==> config.mk <==
export PLATFORM = sky130hd
export DESIGN_NAME = deserializer
export DESIGN_NICKNAME = d
export VERILOG_FILES = /design/src/rtl/serdes_pkg.sv /design/src/rtl/deserializer.sv
export SDC_FILE = /design/constraint.sdc
export NUM_CORES = 1
export LEC_CHECK = 0
export CAP_MARGIN = 20
export CORE_MARGIN = 2
export CORE_UTILIZATION = 54
export DETAILED_ROUTE_END_ITERATION = 12
export PLACE_DENSITY = 0.87
export SLEW_MARGIN = 40
export SYNTH_ARGS = -nofsm -noshare
export SYNTH_HDL_FRONTEND = slang
export SYNTH_SLANG_ARGS = --single-unit
==> constraint.sdc <==
create_clock -name clk_i -period 2.1 [get_ports clk_i]
set_clock_uncertainty 0.15 [all_clocks]
set_input_delay 0.42 -clock clk_i [delete_from_list [all_inputs] [get_ports clk_i]]
set_output_delay 0.42 -clock clk_i [all_outputs]
set_load 0.05 [all_outputs]
==> src/rtl/serdes_pkg.sv <==
// Types and constants shared by both ends of the serial link.
// The serializer uses the same minimum burst length.
package serdes_pkg;

  typedef enum logic {
    IDLE_S = 1'b0,
    RECV_S = 1'b1
  } state_t;

  // Shortest legal burst; 1- and 2-bit bursts are dropped by the receiver.
  localparam int MIN_BURST_LEN = 3;

endpackage

==> src/rtl/deserializer.sv <==
// Serial-to-parallel receiver: collects MSB-first bursts into MSB-aligned words
// and emits each word with its bit count and a one-cycle data_val_o pulse.
module deserializer
  import serdes_pkg::*;
#(
  parameter int DATA_BUS_WIDTH = 16,
  parameter int DATA_MOD_WIDTH = $clog2(DATA_BUS_WIDTH)
) (
  input  logic                      clk_i,
  input  logic                      srst_i,
  input  logic                      ser_data_i,
  input  logic                      ser_data_val_i,
  output logic [DATA_BUS_WIDTH-1:0] data_o,
  output logic [DATA_MOD_WIDTH-1:0] data_mod_o,
  output logic                      data_val_o,
  output logic                      busy_o
);

  // Valid semantics: ser_data_i is consumed on every edge where
  // ser_data_val_i=1; data_val_o is a single-cycle pulse with no ready, so the
  // consumer must take data_o/data_mod_o in exactly that cycle.

  localparam logic [DATA_MOD_WIDTH-1:0] LAST_CNT = DATA_MOD_WIDTH'(DATA_BUS_WIDTH - 1);
  localparam logic [DATA_MOD_WIDTH-1:0] MIN_CNT  = DATA_MOD_WIDTH'(MIN_BURST_LEN);

  state_t                    state;
  state_t                    state_nxt;
  logic [DATA_BUS_WIDTH-1:0] sh;
  logic [DATA_BUS_WIDTH-1:0] sh_nxt;
  logic [DATA_MOD_WIDTH-1:0] cnt;
  logic [DATA_MOD_WIDTH-1:0] cnt_nxt;
  logic [DATA_BUS_WIDTH-1:0] data_nxt;
  logic [DATA_MOD_WIDTH-1:0] mod_nxt;
  logic                      val_nxt;
  logic [DATA_BUS_WIDTH-1:0] in_word;

  always_ff @(posedge clk_i) begin
    if (srst_i) begin
      state      <= IDLE_S;
      sh         <= '0;
      cnt        <= '0;
      data_o     <= '0;
      data_mod_o <= '0;
      data_val_o <= 1'b0;
    end else begin
      state      <= state_nxt;
      sh         <= sh_nxt;
      cnt        <= cnt_nxt;
      data_o     <= data_nxt;
      data_mod_o <= mod_nxt;
      data_val_o <= val_nxt;
    end
  end

  // Incoming bit placed at position DATA_BUS_WIDTH-1-cnt; lower bits of sh
  // are still zero, so OR-ing it in also serves the final bit at position 0.
  always_comb begin
    in_word = {ser_data_i, {(DATA_BUS_WIDTH-1){1'b0}}} >> cnt;
  end

  always_comb begin
    state_nxt = state;
    sh_nxt    = sh;
    cnt_nxt   = cnt;
    data_nxt  = data_o;
    mod_nxt   = data_mod_o;
    val_nxt   = 1'b0;
    case (state)
      IDLE_S: begin
        if (ser_data_val_i) begin
          sh_nxt    = {ser_data_i, {(DATA_BUS_WIDTH-1){1'b0}}};
          cnt_nxt   = DATA_MOD_WIDTH'(1);
          state_nxt = RECV_S;
        end
      end
      RECV_S: begin
        if (ser_data_val_i) begin
          if (cnt == LAST_CNT) begin
            data_nxt  = sh | in_word;
            mod_nxt   = '0;
            val_nxt   = 1'b1;
            cnt_nxt   = '0;
            state_nxt = IDLE_S;
          end else begin
            sh_nxt  = sh | in_word;
            cnt_nxt = cnt + DATA_MOD_WIDTH'(1);
          end
        end else begin
          if (cnt >= MIN_CNT) begin
            data_nxt = sh;
            mod_nxt  = cnt;
            val_nxt  = 1'b1;
          end
          cnt_nxt   = '0;
          state_nxt = IDLE_S;
        end
      end
      default: begin
        state_nxt = IDLE_S;
        sh_nxt    = 'x;
        cnt_nxt   = 'x;
        data_nxt  = 'x;
        mod_nxt   = 'x;
        val_nxt   = 1'bx;
      end
    endcase
  end

  assign busy_o = (state == RECV_S);

endmodule

Word level (Yosys, flattened, before mapping)
Index checks and enable logic that the tools add are counted.

Logic and storage cells: 41. Flip-flop bits (word level): 42.

Bitwise operators: 2. Multiplexer cells: 21. Magnitude comparators: 1. $add $sub $neg: 1. Shift-type cells: 1. Reduce and logical (&&, ||, !) cells: 4. Equality and inequality tests: 5.

Operators with widths (number): 16-bit 2-to-1 mux (6); 16-bit case mux with 2 select lines (1); 4-bit 2-to-1 mux (6); 16-bit bitwise OR (1); 16-bit by 4-bit right shift with 16-bit output (1); 4-bit case mux with 2 select lines (1); 1-bit 2-to-1 mux (6); 2-bit != test (second input constant) (3); 3-bit AND reduction (2); 4-bit by 1-bit adder with 4-bit output (second input constant) (1); 4-bit == test (second input constant) (1); 4-bit by 2-bit greater-or-equal comparator with 1-bit output (second input constant) (1); 2-bit by 1-bit != test with 1-bit output (second input constant) (1); 1-bit case mux with 2 select lines (1); 2-bit nonzero test (1); 2-bit OR reduction (1); 1-bit NOT (1).

Depth between registers and ports, before layout
Word-level depth: 5. Gate-level depth with buffers: 6. Mapped depth without buffers: 4.

Worst setup path after synthesis
No wires, ideal clock.

Path type: register to register. Start: register state, in the netlist busy_o. End: register data_o[12]. Cell stages (with the launch flop): 6. Library setup time: 0.086 ns. Required time: 1.864 ns. Arrival time: 1.436 ns. Buffers on the path: 2. Slack: 0.429 ns. Cell sequence: dfxtp_1 > buf_2 > and2_1 > buf_2 > a221oi_1 > a211oi_1.

Word-level cells in the longest chain between the ends: 1.

Ends and longest elaborated chain: from (decl) (RTL line deserializer.sv:26) `state_t state;`; from (signal assigned) (RTL line deserializer.sv:46) `state <= state_nxt;`; 3-bit AND reduction (no line); to (signal assigned) (RTL line deserializer.sv:49) `data_o <= data_nxt;`; to (decl) (RTL line deserializer.sv:13) `output logic [DATA_BUS_WIDTH-1:0] data_o,`.

Every way passes these cells. A chain may end at the register's enable or synchronous reset.

Worst setup path in the final report
Start: register data_val_o. End: output data_val_o.

RTL lines: from (decl) (RTL line deserializer.sv:15) `output logic data_val_o,`; from (signal assigned) (RTL line deserializer.sv:51) `data_val_o <= val_nxt;`.

No word-level cell between the ends.

==> results.json <==
{
  "h-tree-depth": 2,
  "core_region_area_um2": 3390,
  "route.antenna.remaining_nets": 0,
  "fmax_ghz": 0.489,
  "clkTransAtPathRegs_ps": 120,
  "ys_warn_count": 0,
  "dpl-instance-area_um2": 2220,
  "worstSetupStartpointType": "register",
  "regArea_um2": 841,
  "synthToLayoutAreaGrowth_pct": 20.0,
  "grt_pass1_wl_um": 6670,
  "powerDensity_nw_per_um2": 576,
  "syn_area_um2": 1940,
  "clk_path_buf_depth": 2,
  "floorplan.io_pins": 26,
  "start_util": 0.571,
  "synth_top_family_by_area": "simple AND/OR/NAND/NOR gates",
  "yosysSeqAreaShare": 0.434,
  "clock_latency_ps": 360,
  "synth-simple-area-share": 0.224,
  "grt_max_degree": 31,
  "power.leakage_nw": 1.10,
  "final_common_cell": "dfxtp_1",
  "crit_path_max_fanout": 1,
  "vias_per_cell": 5.67,
  "die_w_um": 63.9,
  "fin_ws_ps": 55.3,
  "syn_nets": 200,
  "synthesis.instances": 195,
  "setup_tns_ps": 0,
  "synth.distinct_cells": 46,
  "clkSinkCount": 42,
  "track_usage": 0.208,
  "fp.dieArea_um2": 4080,
  "synth_compound_area_frac": 0.207,
  "slew_headroom": 0.577,
  "path_buf_inv": 1,
  "place.gp.congestion": 0.790,
  "worstSetupPathType": "register to output pin",
  "yosys.area_share.adder": 0.00646,
  "fillers": 264,
  "crit_required_ps": 1530,
  "fin_nets": 227,
  "worstPathArrival_ps": 1470,
  "end_kind": "output pin",
  "period_share": 0.974,
  "hold_path.class": "register to register",
  "drtIter0Drc": 78,
  "multi_input_area_um2": 967,
  "cp_top_family": "buffers and inverters",
  "max_slew.worst_pin.slew_ps": 634,
  "dieHeight_um": 63.9,
  "dp_slack_ps": 48.7,
  "synth_top_area_cell": "dfxtp_1",
  "layout_common_cells": "42 x dfxtp_1, 25 x nand2b_1, 18 x dlymetal6s2s_1",
  "drv_cap": 0,
  "grt_pass1_vias": 1458,
  "port_buffers": 25,
  "totalWireLength_um": 3930,
  "synth_top_cell_area_share": 0.434,
  "dpl.hpwl_um": 2720,
  "hold_violations": 0,
  "slew_viol_final": 0,
  "vias": 1524,
  "post_drt_wl_per_cell_um": 14.6,
  "slowest_delay_ps": 790,
  "outcome": "finished, final reports clean",
  "slowest_stage": "clkdlybuf4s50_1",
  "setup_viol": 0,
  "cts-root-buf": "clkbuf_4",
  "synthXorXnorAreaFrac": 0,
  "rows": 21,
  "ys_seq_elements": 42,
  "avgSynthCellArea_um2": 9.93,
  "antenna_found_initial": 0,
  "grt_overflow_total": 0,
  "cts-buffers-inserted": 5,
  "post-route-min-period_ps": 2040,
  "rsz0062_at_grt": "false",
  "crit_path_cell_trace": "clkdlybuf4s50_1",
  "diodes": 0,
  "drive_above_1_share": 0.157,
  "ir_drop_uv": 390,
  "drc": 0,
  "design_area_um2": 2320,
  "ys_top_cells_by_area": "dfxtp_1 43%, nand2b_1 8.1%, mux2i_1 6.2%",
  "drt_pass1_iterations": 4,
  "muxShareOfSynthArea": 0.0620,
  "cts_tree": "yes"
}
==> power by group <==
| group | switching (mW) | leakage, nW | internal, mW |
|---|---|---|---|
| logic | 0.0593 | 0.728 | 0.0432 |
| registers | 0.00518 | 0.339 | 0.802 |
| clock network | 0.268 | 0.0343 | 0.161 |
| total | 0.332 | 1.10 | 1.01 |
==> cells in the mapped netlist, drive strengths merged <==
library cell	n
and3	2
a22o	8
a22oi	1
o21ai	1
a211oi	8
or3	1
o21bai	1
and2b	1
ha	1
a21bo	1
nor2	13
a41oi	5
inv	4
nor4b	1
dfxtp	42
nor4	2
nor2b	3
o221ai	2
clkbuf	3
or2	1
and3b	1
mux2i	12
nand2	4
o22ai	1
and2	3
buf	14
a21oi	7
a21boi	1
nand3	4
nor3b	1
a221oi	6
nand2b	25
nand4	2
nand3b	4
nor3	3
a31oi	3
o31a	2
and4	1
==> kinds of logic (layout without fill, tap and decap cells) <==
group                      count (synthesis)  in the layout
AOI/OAI and AO/OA                         47             47
muxes                                     12             12
and+or+nand+nor                           72             72
DFF                                       42             42
adders and majority gates                  1              1
buffers and inverters                     21             49
==> layout make-up <==
class / count / area share
Clock inverter: 2 / 0.00538
Timing Repair Buffer: 37 / 0.164
Clock buffer: 6 / 0.0221
Inverter: 4 / 0.00646
Sequential cell: 42 / 0.362
Tap cell: 46 / 0.0248
Multi-Input combinational cell: 132 / 0.416
==> state kept, by name (all words and copies together), names as in the netlist <==
name and cells:
cnt 4, busy_o 1, data_val_o 1, data_o 16, data_mod_o 4, sh 16
==> timing repair <==
action,in CTS,in global routing
cloned,0,0
hold buffers,0,0
pin swaps,0,0
setup buffers,0,0
gates resized for setup,2,18
setup endpoints to repair,2,18
==> worst paths after layout <==
path / to / from / slack, ps / depth (start not counted)
max: data_val_o / data_val_o$_SDFF_PP0_ / 60 / 1
min: data_o[4]$_SDFFE_PP0P_ / data_o[4]$_SDFFE_PP0P_ / 320 / 2
max reg2reg: data_o[7]$_SDFFE_PP0P_ / cnt[3]$_SDFFE_PP0P_ / 330 / 4
min reg2reg: data_o[4]$_SDFFE_PP0P_ / data_o[4]$_SDFFE_PP0P_ / 320 / 2
==> per-stage QoR <==
stage / instances / hold WS, ps / util / total power [mW]
5_1_grt: 269 / 349 / 0.686 / 1.39
3_5_place_dp: 261 / 316 / 0.654 / 0.926
4_1_cts: 269 / 335 / 0.673 / 1.34
3_3_place_gp: 261 / 303 / 0.654 / 0.924
6_report: 269 / 325 / 0.686 / 1.34
2_1_floorplan: 195 / 288 / - / 0.897
==> layer usage <==
| layer | track usage | up-vias | part of all wire |
|---|---|---|---|
| met5 | 0 | - | 0 |
| met4 | 0.0734 | 0 | 0.017 |
| met3 | 0.0546 | 6 | 0.040 |
| met2 | 0.342 | 29 | 0.47 |
| met1 | 0.262 | 724 | 0.47 |
| li1 | - | 765 | - |
Power figures use the tool's default switching activity.
